<file path="config.mk">
export PLATFORM = sky130hd
export DESIGN_NAME = lcd_sequencer
export DESIGN_NICKNAME = d
export VERILOG_FILES = /design/src/rtl/lcd_pkg.sv /design/src/rtl/lcd_init_rom.sv /design/src/rtl/lcd_sequencer.sv
export SDC_FILE = /design/constraint.sdc
export NUM_CORES = 1
export LEC_CHECK = 0
export ABC_AREA = 1
export CAP_MARGIN = 10
export CORE_MARGIN = 5
export CORE_UTILIZATION = 45
export CTS_BUF_LIST = sky130_fd_sc_hd__clkbuf_4 sky130_fd_sc_hd__clkbuf_8
export CTS_CLUSTER_DIAMETER = 80
export DETAILED_ROUTE_END_ITERATION = 7
export PLACE_DENSITY = 0.66
export SETUP_SLACK_MARGIN = 0.1
export SYNTH_ARGS = -nofsm -noshare
export SYNTH_HDL_FRONTEND = slang
export SYNTH_SLANG_ARGS = --single-unit
</file>
<file path="constraint.sdc">
create_clock -name CLK -period 7.15 [get_ports CLK]
set_input_delay 1.43 -clock CLK [delete_from_list [all_inputs] [get_ports CLK]]
set_output_delay 1.43 -clock CLK [all_outputs]
set_load 0.005 [all_outputs]
</file>
<file path="src/rtl/lcd_pkg.sv">
// Shared timing helpers, state encoding and init-table types for the LCD sequencer.
package lcd_pkg;

    localparam int unsigned DEF_FREQ = 50000000;
    localparam int unsigned INIT_LEN = 12;

    function automatic longint unsigned us_to_cycles(input longint unsigned us,
                                                     input longint unsigned freq);
        return (us * freq) / 64'd1000000;
    endfunction

    // Reference delays at the default clock; per-instance values come from us_to_cycles(.., FREQ).
    localparam logic [20:0] T_1US     = 21'(us_to_cycles(1, DEF_FREQ));
    localparam logic [20:0] T_40US    = 21'(us_to_cycles(40, DEF_FREQ));
    localparam logic [20:0] T_100US   = 21'(us_to_cycles(100, DEF_FREQ));
    localparam logic [20:0] T_4100US  = 21'(us_to_cycles(4100, DEF_FREQ));
    localparam logic [20:0] T_1640US  = 21'(us_to_cycles(1640, DEF_FREQ));
    localparam logic [20:0] T_POWERON = 21'(us_to_cycles(15000, DEF_FREQ));

    typedef enum logic [3:0] {
        PWR_WAIT,
        INIT_ISSUE,
        INIT_WAIT,
        INIT_GAP,
        IDLE,
        HI_ISSUE,
        HI_WAIT,
        GAP,
        LO_ISSUE,
        LO_WAIT,
        DONE_GAP
    } seq_state_t;

    typedef struct packed {
        logic [3:0]  nibble;
        logic [20:0] delay;
    } init_entry_t;

endpackage

</file>
<file path="src/rtl/lcd_init_rom.sv">
// HD44780 4-bit power-on init table: index -> {nibble, post-nibble delay in cycles}.
module lcd_init_rom import lcd_pkg::*; #(
    parameter int unsigned FREQ = DEF_FREQ
) (
    input  logic [3:0]  idx,
    output init_entry_t entry
);

    localparam logic [20:0] D1    = 21'(us_to_cycles(1, FREQ));
    localparam logic [20:0] D40   = 21'(us_to_cycles(40, FREQ));
    localparam logic [20:0] D100  = 21'(us_to_cycles(100, FREQ));
    localparam logic [20:0] D1640 = 21'(us_to_cycles(1640, FREQ));
    localparam logic [20:0] D4100 = 21'(us_to_cycles(4100, FREQ));

    always_comb begin
        entry = '0;
        case (idx)
            4'd0:    entry = '{4'h3, D4100};
            4'd1:    entry = '{4'h3, D100};
            4'd2:    entry = '{4'h3, D40};
            4'd3:    entry = '{4'h2, D40};
            4'd4:    entry = '{4'h2, D1};
            4'd5:    entry = '{4'h8, D40};
            4'd6:    entry = '{4'h0, D1};
            4'd7:    entry = '{4'hC, D40};
            4'd8:    entry = '{4'h0, D1};
            4'd9:    entry = '{4'h1, D1640};
            4'd10:   entry = '{4'h0, D1};
            4'd11:   entry = '{4'h6, D40};
            default: entry = '0;
        endcase
    end

endmodule

</file>
<file path="src/rtl/lcd_sequencer.sv">
// Plays the LCD power-on init sequence, then splits accepted bytes into two
// nibble transfers for the downstream transfer stage.
module lcd_sequencer import lcd_pkg::*; #(
    parameter int unsigned FREQ       = 50000000,
    parameter int unsigned POWERON_US = 15000
) (
    input  logic        CLK,
    input  logic        RST,
    input  logic        wr_valid,
    output logic        wr_ready,
    input  logic [7:0]  wr_data,
    input  logic        wr_rs,
    output logic        init_done,
    output logic        sendCommand,
    output logic [3:0]  command,
    output logic        command_rs,
    output logic [20:0] commandDelay,
    input  logic        commandDone
);

    localparam longint unsigned PWR_CYC = us_to_cycles(POWERON_US, FREQ);
    localparam longint unsigned MAX_CYC = us_to_cycles(4100, FREQ);

    if (PWR_CYC >= 64'd2097152 || MAX_CYC >= 64'd2097152) begin : g_range_chk
        $error("lcd_sequencer: FREQ-derived delay does not fit in 21 bits");
    end

    localparam logic [20:0] T_PWR   = 21'(PWR_CYC);
    localparam logic [20:0] T_U1    = 21'(us_to_cycles(1, FREQ));
    localparam logic [20:0] T_U40   = 21'(us_to_cycles(40, FREQ));
    localparam logic [20:0] T_U1640 = 21'(us_to_cycles(1640, FREQ));

    seq_state_t  state;
    logic [20:0] counter;
    logic [3:0]  init_idx;
    init_entry_t rom_entry;
    logic [7:0]  byte_q;
    logic        rs_q;
    logic [20:0] lo_delay;

    lcd_init_rom #(.FREQ(FREQ)) u_rom (
        .idx   (init_idx),
        .entry (rom_entry)
    );

    // Latched byte is pure data: no reset, only captured on the handshake.
    always_ff @(posedge CLK) begin
        if (state == IDLE && wr_valid && wr_ready) begin
            byte_q <= wr_data;
            rs_q   <= wr_rs;
        end
    end

    // Clear and return-home instructions need the long busy delay.
    always_comb begin
        lo_delay = T_U40;
        if (!rs_q && (byte_q == 8'h01 || byte_q == 8'h02 || byte_q == 8'h03))
            lo_delay = T_U1640;
    end

    always_ff @(posedge CLK or posedge RST) begin
        if (RST) begin
            state        <= PWR_WAIT;
            counter      <= '0;
            init_idx     <= '0;
            wr_ready     <= 1'b0;
            init_done    <= 1'b0;
            sendCommand  <= 1'b0;
            command      <= '0;
            command_rs   <= 1'b0;
            commandDelay <= '0;
        end else begin
            sendCommand <= 1'b0;
            case (state)
                PWR_WAIT: begin
                    if (counter + 21'd1 >= T_PWR) begin
                        state        <= INIT_ISSUE;
                        sendCommand  <= 1'b1;
                        command      <= rom_entry.nibble;
                        command_rs   <= 1'b0;
                        commandDelay <= rom_entry.delay;
                    end else begin
                        counter <= counter + 21'd1;
                    end
                end
                INIT_ISSUE: state <= INIT_WAIT;
                INIT_WAIT: begin
                    if (commandDone) begin
                        init_idx <= init_idx + 4'd1;
                        state    <= INIT_GAP;
                    end
                end
                // The transfer stage ignores sendCommand in the cycle after commandDone.
                INIT_GAP: begin
                    if (init_idx == 4'(INIT_LEN)) begin
                        init_done <= 1'b1;
                        wr_ready  <= 1'b1;
                        state     <= IDLE;
                    end else begin
                        state        <= INIT_ISSUE;
                        sendCommand  <= 1'b1;
                        command      <= rom_entry.nibble;
                        command_rs   <= 1'b0;
                        commandDelay <= rom_entry.delay;
                    end
                end
                IDLE: begin
                    if (wr_valid && wr_ready) begin
                        wr_ready     <= 1'b0;
                        state        <= HI_ISSUE;
                        sendCommand  <= 1'b1;
                        command      <= wr_data[7:4];
                        command_rs   <= wr_rs;
                        commandDelay <= T_U1;
                    end
                end
                HI_ISSUE: state <= HI_WAIT;
                HI_WAIT:  if (commandDone) state <= GAP;
                GAP: begin
                    state        <= LO_ISSUE;
                    sendCommand  <= 1'b1;
                    command      <= byte_q[3:0];
                    command_rs   <= rs_q;
                    commandDelay <= lo_delay;
                end
                LO_ISSUE: state <= LO_WAIT;
                LO_WAIT:  if (commandDone) state <= DONE_GAP;
                DONE_GAP: begin
                    wr_ready <= 1'b1;
                    state    <= IDLE;
                end
                default: state <= PWR_WAIT;
            endcase
        end
    end

endmodule

</file>
==> metrics.yaml, run 1 <==
die_width_um: 102
first_global_vias: 3529
total_power_mw: 1.48
async_reset_ff_share_pct: 84.2
clock_latency_ns: 0.34
cts_buffers: 9
netlist_instances: 534
ctsRootBufferMaster: "clkbuf_8"
timing.setup.tns_ns: 0
p_comb_share_pct: 43.8
synth-main-ff-cell: "dfrtp_1"
num_io_pins: 42
clkTransAtPathRegs_ns: 0.06
grt_use_total_pct: 19.9
drv_slew: 0
internal-power_mw: 0.874
h-tree-depth: 3
cts.sinks: 57
min_path_cells: 2
cts_setup_buffers: 0
rows: 33
yosysTopAreaCell: "dfrtp_1"
finalSetupViolCount: 0
n_antenna_cell: 0
synthTopCellsByArea: "dfrtp_1 (32%), nand2_1 (17%), nand3_1 (7.4%)"
start_util_pct: 46.2
synth_top_area_share_pct: 31.6
power_switching_mw: 0.607
hold_violations: 0
cp.arrival_ns: 3.38
ys.warnings.count: 0
synth_area_um2: 3800
drv_cap: 0
startpoint_type: "flop"
wl_mm: 9.42
core-area_um2: 8220
ir_worst_vdd_uv: 194
synth_most_common_cell: "nand2_1"
drtIter0Drc: 203
clkPwrFrac_pct: 21.8
seq_area_um2: 1470
drt-pass1-iter-count: 4
cts_tree: "built"
worstPathMaxFanout: 54
area_delta_synth_final_pct: 15.3
rsz0062_at_grt: "false"
seq_area_frac_synth_pct: 38.7
cp-end-kind: "flop"
ys_top_cells_by_count: "nand2_1 (172), nor2_1 (69), inv_1 (56), nand3_1 (56), dfrtp_1 (48)"
postCtsResizedCells: 0
die_h_um: 102
status: "finished, final reports clean"
fin_crit_sh_pct: 43.5
max_slew_margin_pct: 28.5
synth_edf_count: 9
drc: 0
fillCellCount: 780
num_vias: 3492
ctsHoldBuffers: 0
rr_worst_depth: 15
nets: 589
grt_remaining_overflow: 0
multi_input_comb_area_um2: 2000
numPortBuffers: 34
worst_pin_slew_ns: 1.07
clockBufferDepth: 2
crit_required_ns: 7.42
grt_max_degree: 55
p_per_area_nw_per_um2: 338
die-area_um2: 10400
max_freq_mhz: 322
power_frac_seq_pct: 34.4
drive_gt1_share_pct: 6.99
antenna_found_initial: 0
synth_cell_types: 41
syn_avg_cell_area_um2: 7.11
clock_skew_ns: 0.0106
ys_seq_elements: 57
hold_class: "flop to flop"
place_congestion: 0.855
grt_pass1_wl_mm: 16.3
fin_crit_ns: 3.11
critical_path_class: "flop to flop"
p_leak_nw: 2.02
fin_util_pct: 53.3
p_sw_share_pct: 41.0
preCtsSetupSlack_ns: 3.70
via_per_inst: 5.16
finalWorstSetupSlack_ns: 4.04
hpwlAfterDp_mm: 7.03
ant_nets: 0
post_drt_wl_per_cell_um: 13.9
whs_ns: 0.476
-- logic make-up after synthesis --
group	Yosys count	share of synthesized area, %
other	1	0.0988
AO/OA/AOI/OAI	48	7.38
flip-flops	57	38.7
buffers and inverters	77	9.42
AND/OR/NAND/NOR	337	40.2
adder cells (fa/ha/maj)	9	2.97
XOR/XNOR	5	1.15
-- metrics by stage --
step	cells	cell area, um^2
2_1_floorplan	540	3820
3_3_place_gp	660	4160
3_5_place_dp	660	4160
4_1_cts	676	4370
5_1_grt	677	4380
6_report	677	4380
-- area by class of cell --
cell class                 count  area share [%]
inverter                      58            4.97
tap                          105            3.00
multi-input combinational    406            45.6
timing repair buffer          35            7.94
clock buffer                  14            4.11
sequential                    57            33.6
clock inverter                 2           0.800
-- per-layer routing --
layer / up-vias / part of all wire, % / track usage, %
li1: 1777 / - / -
met2: 66 / 50 / 34.1
met4: 0 / 2.2 / 7.97
met1: 1631 / 45 / 24.4
met3: 18 / 3.5 / 4.23
met5: - / 0 / 0
-- flip-flops by register name (all words and copies together) (netlist names) --
name / count
init_idx: 4
byte_q: 8
init_done: 1
wr_ready: 1
rs_q: 1
counter: 21
commandDelay: 11
sendCommand: 1
state: 4
command_rs: 1
command: 4
-- worst paths after layout --
kind,start,end,slack (ns)
worst max-delay path,counter[0]$_DFFE_PP0P_,counter[3]$_DFFE_PP0P_,4.04
worst min-delay path,init_done$_DFFE_PP0P_,init_done$_DFFE_PP0P_,0.48
worst max register to register,counter[0]$_DFFE_PP0P_,counter[3]$_DFFE_PP0P_,4.04
worst min register to register,init_done$_DFFE_PP0P_,init_done$_DFFE_PP0P_,0.48
max in group asynchronous,RST,counter[5]$_DFFE_PP0P_,4.85
min in group asynchronous,RST,counter[18]$_DFFE_PP0P_,1.65
-- cell usage in the layout, fill, tap and decap left out, types with 7 or more instances in the layout --
cell type        count
nand2_1            172
nor2_1              69
nand3_1             56
inv_1               55
dfrtp_1             48
clkdlybuf4s50_1     34
o21ai_1             19
nand4_1             12
clkbuf_8            12
ha_1                 9
edfxtp_1             9
o21ai_0              8
conb_1               7
-- worst max-delay path, stage by stage, from the launching register on --
cell and delay (ns):
dfrtp_1 0.46, ha_1 0.27, nand2_2 0.11, nor2_8 0.21, nand3_2 0.16, nor2_1 0.17, nand2_1 0.06, nand2_1 0.08
nor2_1 0.06, nand3_1 0.06, nand2_1 0.06, inv_2 0.08, nand4_4 0.59, inv_1 0.49, nand2_1 0.10, nand2_1 0.07
-- power groups by stage --
| stage | logic, mW | clock network [mW] | registers [mW] |
|---|---|---|---|
| finish | 0.649 | 0.323 | 0.510 |
| CTS | 0.647 | 0.332 | 0.510 |
| global placement | 0.636 | 0 | 0.514 |
| detailed placement | 0.644 | 0 | 0.515 |
| global route | 0.739 | 0.347 | 0.521 |
| floorplan | 0.467 | 0 | 0.487 |
Power figures use the tool's default switching activity.
==> run 2: changes to the inputs <==
--- a/config.mk
+++ b/config.mk
@@ -12,7 +12,7 @@
 export CTS_BUF_LIST = sky130_fd_sc_hd__clkbuf_4 sky130_fd_sc_hd__clkbuf_8
 export CTS_CLUSTER_DIAMETER = 80
 export DETAILED_ROUTE_END_ITERATION = 7
-export PLACE_DENSITY = 0.66
+export PLACE_DENSITY = 0.69
 export SETUP_SLACK_MARGIN = 0.1
 export SYNTH_ARGS = -nofsm -noshare
 export SYNTH_HDL_FRONTEND = slang
==> constraint.sdc (replaced) <==
create_clock -name CLK -period 2.6 [get_ports CLK]
set_input_delay 0.52 -clock CLK [delete_from_list [all_inputs] [get_ports CLK]]
set_output_delay 0.52 -clock CLK [all_outputs]
set_load 0.005 [all_outputs]
==> run 2 against run 1 <==
Effect of this change:
- critical path depth stayed put
- first-iteration DRC count is 4.4% higher
- die area stayed put
- combinational power grew to 3.6 times the previous value
- clock-buffer cell count is 4 lower
- cell count is 3.0% higher
- sequential power grew to 2.7 times the previous value
- design area is 6.5% higher
- wire length is 7.5% higher
- sequential share of layout area is 2.0 points lower
- fmax is 32% higher
- power grew to 3.1 times the previous value
- critical path type unchanged
==> metrics.yaml, run 2 (synthesis gave the netlist of run 1 again) <==
status: "finished, final reports clean"
total_power_mw: 4.52  # +210%
num_vias: 3606  # +3.3%
p_sw_share_pct: 40.5  # -0.48 points
internal-power_mw: 2.69  # +210%
cts.sinks: 57  # unchanged
startpoint_type: "flop"
hpwlAfterDp_mm: 7.11  # +1.1%
finalSetupViolCount: 0  # unchanged
cp-end-kind: "flop"
clock_latency_ns: 0.35  # about the same
grt_use_total_pct: 19.4  # -0.46 points
rr_worst_depth: 15  # unchanged
ir_worst_vdd_uv: 492  # +150%
drv_slew: 0  # unchanged
critPathLaunch: "counter[0]$_DFFE_PP0P_"
timing.setup.tns_ns: 0  # unchanged
drv_cap: 0  # unchanged
largest_register: "counter"
max_freq_mhz: 426  # +32%
crit_required_ns: 2.88  # -4.54 ns
fin_crit_ns: 2.35  # -0.761 ns
ctsRootBufferMaster: "clkbuf_8"
core-area_um2: 8220  # unchanged
fin_util_pct: 56.8  # +3.5 points
largest_reg_flops: 21  # unchanged
h-tree-depth: 3  # unchanged
fillCellCount: 777  # -0.38%
area_delta_synth_final_pct: 22.8
worstPathMaxFanout: 8  # -85%
drt-pass1-iter-count: 5  # +1
reg.largest.list: "counter: 21 flops, commandDelay: 11 flops, byte_q: 8 flops"
rows: 33  # unchanged
hold_class: "flop to flop"
r2r-start: "counter[0]$_DFFE_PP0P_"
n_antenna_cell: 0  # unchanged
die-area_um2: 10400  # unchanged
antenna_found_initial: 0  # unchanged
drive_gt1_share_pct: 11.3  # +4.3 points
r2r_setup_slack_ns: 0.25  # -3.79 ns
numPortBuffers: 34  # unchanged
min_to: "init_done$_DFFE_PP0P_"
grt_max_degree: 49  # -11%
final_cell_mix: "nand2_1 (171), nor2_1 (66), nand3_1 (56)"
power_switching_mw: 1.83  # +200%
cp.arrival_ns: 2.63  # -0.75 ns
p_comb_share_pct: 51.1  # +7.3 points
final_common_cell: "nand2_1"
cts_tree: "built"
num_io_pins: 42  # unchanged
place_congestion: 0.941  # +10%
via_per_inst: 5.17  # +0.30%
clock_skew_ns: 0.00895  # -0.00163 ns
hp-start: "init_done$_DFFE_PP0P_"
first_global_vias: 3390  # -3.9%
critical_path_class: "flop to flop"
grt_pass1_wl_mm: 15.9  # -2.5%
min_path_cells: 2  # unchanged
fin_crit_sh_pct: 90.3  # +47 points
post_drt_wl_per_cell_um: 14.5  # +4.4%
cts_buffers: 9  # unchanged
drtIter0Drc: 212  # +4.4%
hold_violations: 0  # unchanged
power_frac_seq_pct: 30.8  # -3.6 points
clkTransAtPathRegs_ns: 0.07  # about the same
ant_nets: 0  # unchanged
r2r_end: "commandDelay[12]$_DFFE_PP0P_"
start_util_pct: 46.2  # unchanged
nets: 609  # +3.4%
p_per_area_nw_per_um2: 970  # +190%
wl_mm: 10.1  # +7.5%
clockBufferDepth: 2  # unchanged
die_h_um: 102  # unchanged
die_width_um: 102  # unchanged
clkPwrFrac_pct: 18.1  # -3.7 points
rsz0062_at_grt: "false"
ctsHoldBuffers: 0  # unchanged
p_leak_nw: 2.16  # +6.9%
grt_remaining_overflow: 0  # unchanged
drc: 0  # unchanged
==> run 2: cell types whose count changed in the layout (fill, tap and decap cells not counted), sizes merged <==
cell | previous run | this run
clkinv | 2 | 5
clkinvlp | 0 | 1
nor2 | 78 | 79
buf | 1 | 16
==> run 2: power by group through the flow <==
stage          sequential (mW)  combinational, mW  clock (mW)
2_1_floorplan             1.34               1.28           0
3_3_place_gp              1.39               1.86           0
3_5_place_dp              1.40               1.87           0
4_1_cts                   1.39               1.88       0.826
5_1_grt                   1.43               2.54       0.865
6_report                  1.39               2.31       0.819
==> run 2: how the worst max path moves through the flow <==
stage	slack [ns]	end
6_report	0.25	commandDelay[12]$_DFFE_PP0P_
5_1_grt	0.06	counter[18]$_DFFE_PP0P_
4_1_cts	0.11	command[0]$_DFFE_PP0P_
3_5_place_dp	0.12	command[0]$_DFFE_PP0P_
3_3_place_gp	0.19	commandDelay[16]$_DFFE_PP0P_
2_1_floorplan	0.36	commandDelay[14]$_DFFE_PP0P_
==> run 2: area by class of cell <==
class                      count  area [um^2]  area share, %
sequential                    57         1480           31.6
multi-input combinational    407         2040           43.7
clock inverter                 6         58.8           1.26
clock buffer                  10          131           2.82
tap                          105          131           2.82
inverter                      58          218           4.67
timing repair buffer          54          611           13.1
==> run 2: routing by layer <==
layer	GRT usage (%)	up-vias	wire, um
met1	25.3	1671	4340
met4	6.16	0	194
met3	3.41	19	574
met5	0	-	0
met2	33.0	101	5020
li1	-	1815	-
==> run 2: through the flow <==
step                      hold slack, ns  setup slack, ns  instances  cell area [um^2]
after CTS                          0.478            0.110        683              4420
after global placement             0.446            0.192        667              4230
after global routing               0.515           0.0587        697              4660
after detailed placement           0.462            0.122        667              4230
final                              0.479            0.253        697              4660
after floorplan                    0.457            0.358        540              3820
==> run 2: timing repair <==
action,in CTS,in global routing
endpoints found under the setup margin,0,38
gates resized for setup,0,16
setup buffers,0,9
==> run 2: critical path, stage by stage, from the launching register on <==
cell and delay, ns:
dfrtp_2 0.40, ha_2 0.24, nand2_4 0.10, nor2_8 0.19, nand2_1 0.10, nand2_1 0.08, nand2_1 0.07, nor2_1 0.15
nand2_1 0.10, nor2_1 0.15, nand4_2 0.13, nand4_4 0.12, buf_12 0.16, buf_6 0.14, nand3_1 0.09, nand2_1 0.08
